### config.mk
export PLATFORM = sky130hd
export DESIGN_NAME = mskaes_128bits_isr_deser
export DESIGN_NICKNAME = d
export VERILOG_FILES = /design/src/rtl/mskaes_128bits_isr_deser.sv
export SDC_FILE = /design/constraint.sdc
export NUM_CORES = 1
export LEC_CHECK = 0
export CORE_MARGIN = 2
export CORE_UTILIZATION = 30
export DETAILED_ROUTE_END_ITERATION = 12
export PLACE_DENSITY = 0.55
export SLEW_MARGIN = 25
export SYNTH_ARGS = -nofsm -noshare
export SYNTH_HDL_FRONTEND = slang
export SYNTH_SLANG_ARGS = --single-unit
### constraint.sdc
create_clock -name clk -period 4.4 [get_ports clk]
set_clock_uncertainty 0.15 [all_clocks]
set_input_delay 0.66 -clock clk [delete_from_list [all_inputs] [get_ports clk]]
set_output_delay 0.66 -clock clk [all_outputs]
set_load 0.1 [all_outputs]
### src/rtl/mskaes_128bits_isr_deser.sv
// Byte-serial loader for a d-share AES state that lands every byte directly in its
// InvShiftRows slot, so the parallel round logic sees the already-unshifted state.

module mskaes_isr_slot #(
  parameter int W = 16
) (
  input  logic         clk,
  input  logic         rst_n,
  input  logic         we_i,
  input  logic [W-1:0] d_i,
  output logic [W-1:0] q_o
);
  logic [W-1:0] data_q;

  always_ff @(posedge clk or negedge rst_n) begin
    if (!rst_n)    data_q <= '0;
    else if (we_i) data_q <= d_i;
  end

  assign q_o = data_q;
endmodule

module mskaes_128bits_isr_deser #(
  parameter int D = 2
) (
  input  logic             clk,
  input  logic             rst_n,
  input  logic             abort,
  input  logic             in_valid,
  output logic             in_ready,
  input  logic [8*D-1:0]   sh_byte_in,
  output logic             out_valid,
  input  logic             out_ready,
  output logic [128*D-1:0] sh_state_out
);
  typedef enum logic {S_LOAD, S_FULL} state_e;

  state_e                  state_q;
  logic   [3:0]            cnt_q;
  logic                    in_ready_q, out_valid_q;
  logic   [15:0][8*D-1:0]  buf_q;
  logic   [1:0]            wcol;
  logic   [3:0]            wpos;
  logic                    accept;

  // Input byte k = (column c', row r) goes to column (c'+r) mod 4 of the same row.
  assign wcol   = cnt_q[3:2] + cnt_q[1:0];
  assign wpos   = {wcol, cnt_q[1:0]};
  assign accept = in_valid & in_ready_q & ~abort;

  for (genvar i = 0; i < 16; i++) begin : g_slot
    mskaes_isr_slot #(.W(8*D)) u_slot (
      .clk   (clk),
      .rst_n (rst_n),
      .we_i  (accept && (wpos == 4'(i))),
      .d_i   (sh_byte_in),
      .q_o   (buf_q[i])
    );
  end

  always_ff @(posedge clk or negedge rst_n) begin
    if (!rst_n) begin
      state_q     <= S_LOAD;
      cnt_q       <= '0;
      in_ready_q  <= 1'b1;
      out_valid_q <= 1'b0;
    end else if (abort) begin
      state_q     <= S_LOAD;
      cnt_q       <= '0;
      in_ready_q  <= 1'b1;
      out_valid_q <= 1'b0;
    end else begin
      case (state_q)
        S_LOAD: if (in_valid) begin
          cnt_q <= cnt_q + 4'd1;
          if (cnt_q == 4'd15) begin
            state_q     <= S_FULL;
            in_ready_q  <= 1'b0;
            out_valid_q <= 1'b1;
          end
        end
        S_FULL: if (out_ready) begin
          state_q     <= S_LOAD;
          in_ready_q  <= 1'b1;
          out_valid_q <= 1'b0;
        end
        default: state_q <= S_LOAD;
      endcase
    end
  end

  assign in_ready     = in_ready_q;
  assign out_valid    = out_valid_q;
  assign sh_state_out = buf_q;
endmodule

==> impl_metrics.tcl, run 1 <==
set metrics [dict create \
    yosys.area_share.simple_pct 3.35 \
    chipWidth_um 189 \
    violations "hold timing" \
    seq_area_frac_synth_pct 64.2 \
    fin_ws_ns 1.20 \
    cts_tree "built" \
    grt_first_pass_wirelength_um 42400 \
    synthMuxAreaShare_pct 28.3 \
    post_dp_cell_area_mm2 0.0135 \
    final_max_slew_viol_count 0 \
    syn2layout_area_growth_pct 40.3 \
    ant_nets 0 \
    worstSetupEndpointType "output pin" \
    crit_buf_inv 1 \
    period_share_pct 72.7 \
    cts_hold_buf 0 \
    final_common_cell "clkdlybuf4s50_1" \
    final_cell_mix "276 x clkdlybuf4s50_1, 262 x dfrtp_1, 257 x mux2_2" \
    drt_iter0_markers 184 \
    io_pins 279 \
    powerDensity_mw_per_mm2 754 \
    gp_congestion 0.692 \
    fin_nets 919 \
    wire_per_inst_um 20.7 \
    final_area_mm2 0.0144 \
    cts_root_buffer "clkbuf_16" \
    utilization_pct 42.8 \
    die_area_mm2 0.0357 \
    worstMarginPinSlew_ns 1.07 \
    grtUsageMet2_pct 24.9 \
    synth_compound_area_share_pct 0.342 \
    synth_top_family_by_area "multiplexers" \
    r2r_slack_ns 1.31 \
    clkTransAtPathRegs_ns 0.06 \
    synth-adder-area-share_pct 0.611 \
    cts_resized 0 \
    finalHoldViolCount 13 \
    antenna_found_initial 0 \
    synth-seq-cells 263 \
    fin_worst_hold_slack_ns -0.0385 \
    busiest_layer "met2" \
    nFillCells 3067 \
    yosysUniqueCellTypes 29 \
    synth_xor_area_share_pct 0.623 \
    path_cells "clkdlybuf4s50_1" \
    met3_usage_pct 4.66 \
    startpoint "in_ready" \
    grt_max_degree 92 \
    numClockSinks 263 \
    status "complete, but fails checks" \
    start_kind "register" \
    antenna_cells 0 \
    finalSetupViolations 0 \
    vdd_drop_max_uv 531 \
    viasPerCell 4.54 \
    h-tree-depth 1 \
    wl_um 28200 \
    core_area_mm2 0.0336 \
    p_leak_nw 6.52 \
    crit_slowest_cell "clkdlybuf4s50_1" \
    pre_cts_ws_ns 1.17 \
    setup_tns_ns 0 \
    grt_pass1_vias 6503 \
    multiInputGateArea_mm2 0.00341 \
    slowest_delay_ns 1.21 \
    syn_nets 639 \
    placement.io_buffers 278 \
    critPathRequiredTime_ns 3.59 \
    critPathArrivalTime_ns 2.39 \
    cp_max_fo 11 \
    drc 0 \
    vias 6173 \
    regArea_mm2 0.00658 \
    core.rowCount 67 \
    regToRegStartpoint "cnt_q[0]" \
    track_usage_pct 15.6 \
    initial_core_util_pct 30.5 \
    drive_gt1_share_pct 36.0 \
    crit_type "register to output pin" \
    syn_inst 613 \
    fmax_ghz 0.312 \
    synth_area_mm2 0.0102 \
    yosysWarningCount 0 \
    crit_family "buffers and inverters" \
    postCtsSetupBuffers 0 \
    rsz0062_at_grt "false" \
    timing.max_cap.violations 0 \
    hold_class "primary input to asynchronous set/reset pin" \
    relSlewSlack_pct 28.5 \
    worstSkewPairLatency_ns 0.55 \
    grt-ovfl-total 0 \
    met1_usage_pct 21.1 \
    dr.pass1.iters 4 \
    min_period_ns 3.20 \
    avgSynthCellArea_um2 16.7 \
    cts_made_buffers 29 \
    cts_buffer_depth 3 \
    die_y_um 189 \
    hpwl_um 18800 \
]
-- power by group --
part	total [mW]	switching, mW	internal, mW
clock network	2.39	0.975	1.42
logic	5.30	4.14	1.16
registers	3.15	0.251	2.90
total	10.8	5.37	5.48
-- registers in the layout, summed over array words and instances (netlist names) --
| signal | cells |
|---|---|
| cnt_q | 4 |
| state_q | 1 |
| out_valid | 1 |
| in_ready | 1 |
| g_slot.u_slot.q_o | 256 |
-- kinds of logic (layout without fill, tap and decap cells) --
logic type / count (synthesis) / after routing
compound gates: 6 / 6
xor+xnor: 4 / 4
fa+ha+maj: 5 / 5
buf+inv: 42 / 342
flops: 263 / 263
mux: 258 / 258
simple gates: 35 / 35
-- layout make-up --
| type | count | area share, % |
|---|---|---|
| Clock buffer | 47 | 6.14 |
| Clock inverter | 4 | 0.339 |
| Inverter | 3 | 0.0783 |
| Multi-Input combinational cell | 308 | 23.7 |
| Sequential cell | 263 | 45.8 |
| Tap cell | 448 | 3.90 |
| Timing Repair Buffer | 288 | 20.1 |
-- Yosys cell counts, drive strengths merged --
| library cell | instances | area share (%) |
|---|---|---|
| nand2b | 2 | 0.12 |
| and4b | 4 | 0.39 |
| mux2 | 257 | 28 |
| or3 | 1 | 0.073 |
| xnor2 | 1 | 0.085 |
| a21o | 1 | 0.073 |
| nor3 | 8 | 1.3 |
| o21ai | 1 | 0.049 |
| inv | 3 | 0.11 |
| buf | 20 | 1.7 |
| o21bai | 1 | 0.073 |
| ha | 5 | 0.61 |
| xor2 | 1 | 0.085 |
| nand4b | 4 | 0.34 |
| a21oi | 3 | 0.15 |
| mux2i | 1 | 0.098 |
| nand4 | 1 | 0.061 |
| nand3b | 1 | 0.073 |
| nor2 | 5 | 0.18 |
| xnor3 | 1 | 0.22 |
| dfrtp | 262 | 64 |
| dfstp | 1 | 0.26 |
| clkbuf | 19 | 0.70 |
| nand3 | 9 | 0.83 |
| xor3 | 1 | 0.23 |
-- layer usage --
layer / wire, µm / vias to the layer above
met2: 12900 / 197
met1: 12900 / 3212
met4: 517 / 0
li1: - / 2729
met3: 1970 / 35
met5: 0 / -
-- final timing paths --
path | end | cells after the start
worst max-delay path | in_ready | 1
worst min-delay path | g_slot[0].u_slot.q_o[4] | 1
worst max register to register | g_slot[15].u_slot.q_o[13] | 3
worst min register to register | g_slot[13].u_slot.q_o[11] | 1
max in group asynchronous | g_slot[5].u_slot.q_o[14] | 2
min in group clk | g_slot[13].u_slot.q_o[11] | 1
-- per-stage QoR --
step           instances  power, mW
2_1_floorplan        613       7.20
5_1_grt             1361       11.2
3_5_place_dp        1310       8.53
6_report            1361       10.8
3_3_place_gp        1310       8.50
4_1_cts             1361       11.0
(Power assumes the default switching activity.)
==> inputs of run 2 (changes only) <==
Clock period 4.4 ns to 3.2 ns, I/O delays scaled along.
==> impl_metrics.tcl, run 2 (synthesized netlist as in run 1, its figures left out) <==
set metrics [dict create \
    status "complete, no violations" \
    initial_core_util_pct 30.5 \
    final_max_slew_viol_count 0 \
    fin_ws_ns 0.641 \
    cts_buffer_depth 3 \
    period_share_pct 80.0 \
    finalHoldViolCount 0 \
    critPathRequiredTime_ns 3.48 \
    die_y_um 189 \
    antenna_cells 0 \
    antenna_found_initial 0 \
    worstSetupEndpointType "register" \
    cts_made_buffers 30 \
    chipWidth_um 189 \
    drt_iter0_markers 190 \
    final_common_cell "buf_4" \
    relSlewSlack_pct 48.8 \
    reg2regPathDepth 6 \
    grt_first_pass_wirelength_um 42500 \
    crit_slowest_cell "xnor3_1" \
    crit_family "XOR/XNOR gates" \
    crit_type "register to register" \
    wire_per_inst_um 20.2 \
    viasPerCell 4.51 \
    finalSetupViolations 0 \
    drc 0 \
    start_kind "register" \
    vias 6205 \
    slowest_delay_ns 0.49 \
    cts_tree "built" \
    timing.max_cap.violations 0 \
    ant_nets 0 \
    regArea_mm2 0.00658 \
    critPathArrivalTime_ns 2.84 \
    rsz0062_at_grt "false" \
    grt_max_degree 72 \
    h-tree-depth 1 \
    grt_pass1_vias 6524 \
    hpwl_um 19100 \
    final_area_mm2 0.0139 \
    gp_congestion 0.717 \
    core_area_mm2 0.0336 \
    track_usage_pct 15.5 \
    vdd_drop_max_uv 690 \
    drive_gt1_share_pct 64.4 \
    setup_tns_ns 0 \
    fmax_ghz 0.391 \
    pre_cts_ws_ns 0.385 \
    postCtsSetupBuffers 0 \
    wl_um 27800 \
    post_dp_cell_area_mm2 0.0129 \
    final_cell_mix "275 x buf_4, 262 x dfrtp_1, 257 x mux2_2" \
    crit_cells 6 \
    syn2layout_area_growth_pct 35.8 \
    hold_class "primary input to asynchronous set/reset pin" \
    core.rowCount 67 \
    grt-ovfl-total 0 \
    worstSkewPairLatency_ns 0.54 \
    path_cells "ha_1, xnor3_1, buf_4, nor3_4, buf_12, mux2_2" \
    worstMarginPinSlew_ns 0.765 \
    clkTransAtPathRegs_ns 0.06 \
    p_leak_nw 7.05 \
    nFillCells 3174 \
    place_inst 1320 \
    crit_buf_inv 2 \
    utilization_pct 41.4 \
    largest_reg_flops 256 \
    placement.io_buffers 278 \
    stdcell_count 1376 \
    min_period_ns 2.56 \
    powerDensity_mw_per_mm2 1070 \
    io_pins 279 \
    dr.pass1.iters 4 \
    numClockSinks 263 \
    fin_nets 931 \
    cp_max_fo 11 \
    die_area_mm2 0.0357 \
    cts_root_buffer "clkbuf_16" \
    multiInputGateArea_mm2 0.00341 \
]
==> run 2: stage by stage <==
| step | power [mW] | hold slack [ns] |
|---|---|---|
| after detailed placement | 11.5 | 0.344 |
| after global routing | 15.4 | 0.362 |
| after floorplan | 9.91 | 0.0344 |
| final | 14.9 | 0.346 |
| after global placement | 11.4 | 0.339 |
| after CTS | 15.1 | 0.346 |
==> run 2: path summary, 6_finish.rpt <==
check                                         from                       end  slack [ns]
setup / recovery                          cnt_q[0]   g_slot[8].u_slot.q_o[8]        0.64
min in group clk           g_slot[8].u_slot.q_o[5]   g_slot[8].u_slot.q_o[5]        0.36
setup reg to reg                          cnt_q[0]   g_slot[8].u_slot.q_o[8]        0.64
hold / removal                               rst_n   g_slot[2].u_slot.q_o[3]        0.35
hold reg to reg            g_slot[8].u_slot.q_o[5]   g_slot[8].u_slot.q_o[5]        0.36
max in group asynchronous                    rst_n  g_slot[11].u_slot.q_o[9]        1.68
==> run 2: worst register-to-register path, cell delays in order (launching register included) <==
cell and delay (ns):
dfrtp_1 0.43, ha_1 0.24, xnor3_1 0.49, buf_4 0.23
nor3_4 0.36, buf_12 0.20, mux2_2 0.35
==> run 2: per-layer routing <==
layer / global-route usage (%) / routed length, µm / vias up / share of wire, %
li1: - / - / 2773 / -
met1: 21.3 / 12500 / 3189 / 45
met2: 24.8 / 13000 / 211 / 47
met3: 4.06 / 1840 / 32 / 6.6
met4: 3.31 / 475 / 0 / 1.7
met5: 0 / 0 / - / 0
==> run 2: where the power goes <==
group | total [mW] | internal, mW | switching, mW | leakage, nW
logic | 7.03 | 1.37 | 5.66 | 3.06
clock network | 3.51 | 2.16 | 1.35 | 0.498
registers | 4.34 | 3.99 | 0.352 | 3.50
total | 14.9 | 7.52 | 7.36 | 7.05
==> run 2: cell type report <==
type	count	share of cell area [%]
sequential	263	47.3
multi-input combinational	308	24.5
timing repair buffer	299	16.8
clock buffer	46	6.18
tap	448	4.03
clock inverter	9	1.12
inverter	3	0.0809
==> run 2: timing repair <==
item,CTS,global route
hold endpoints to repair,65,0
hold buffers,1,0
gates resized for setup,0,0
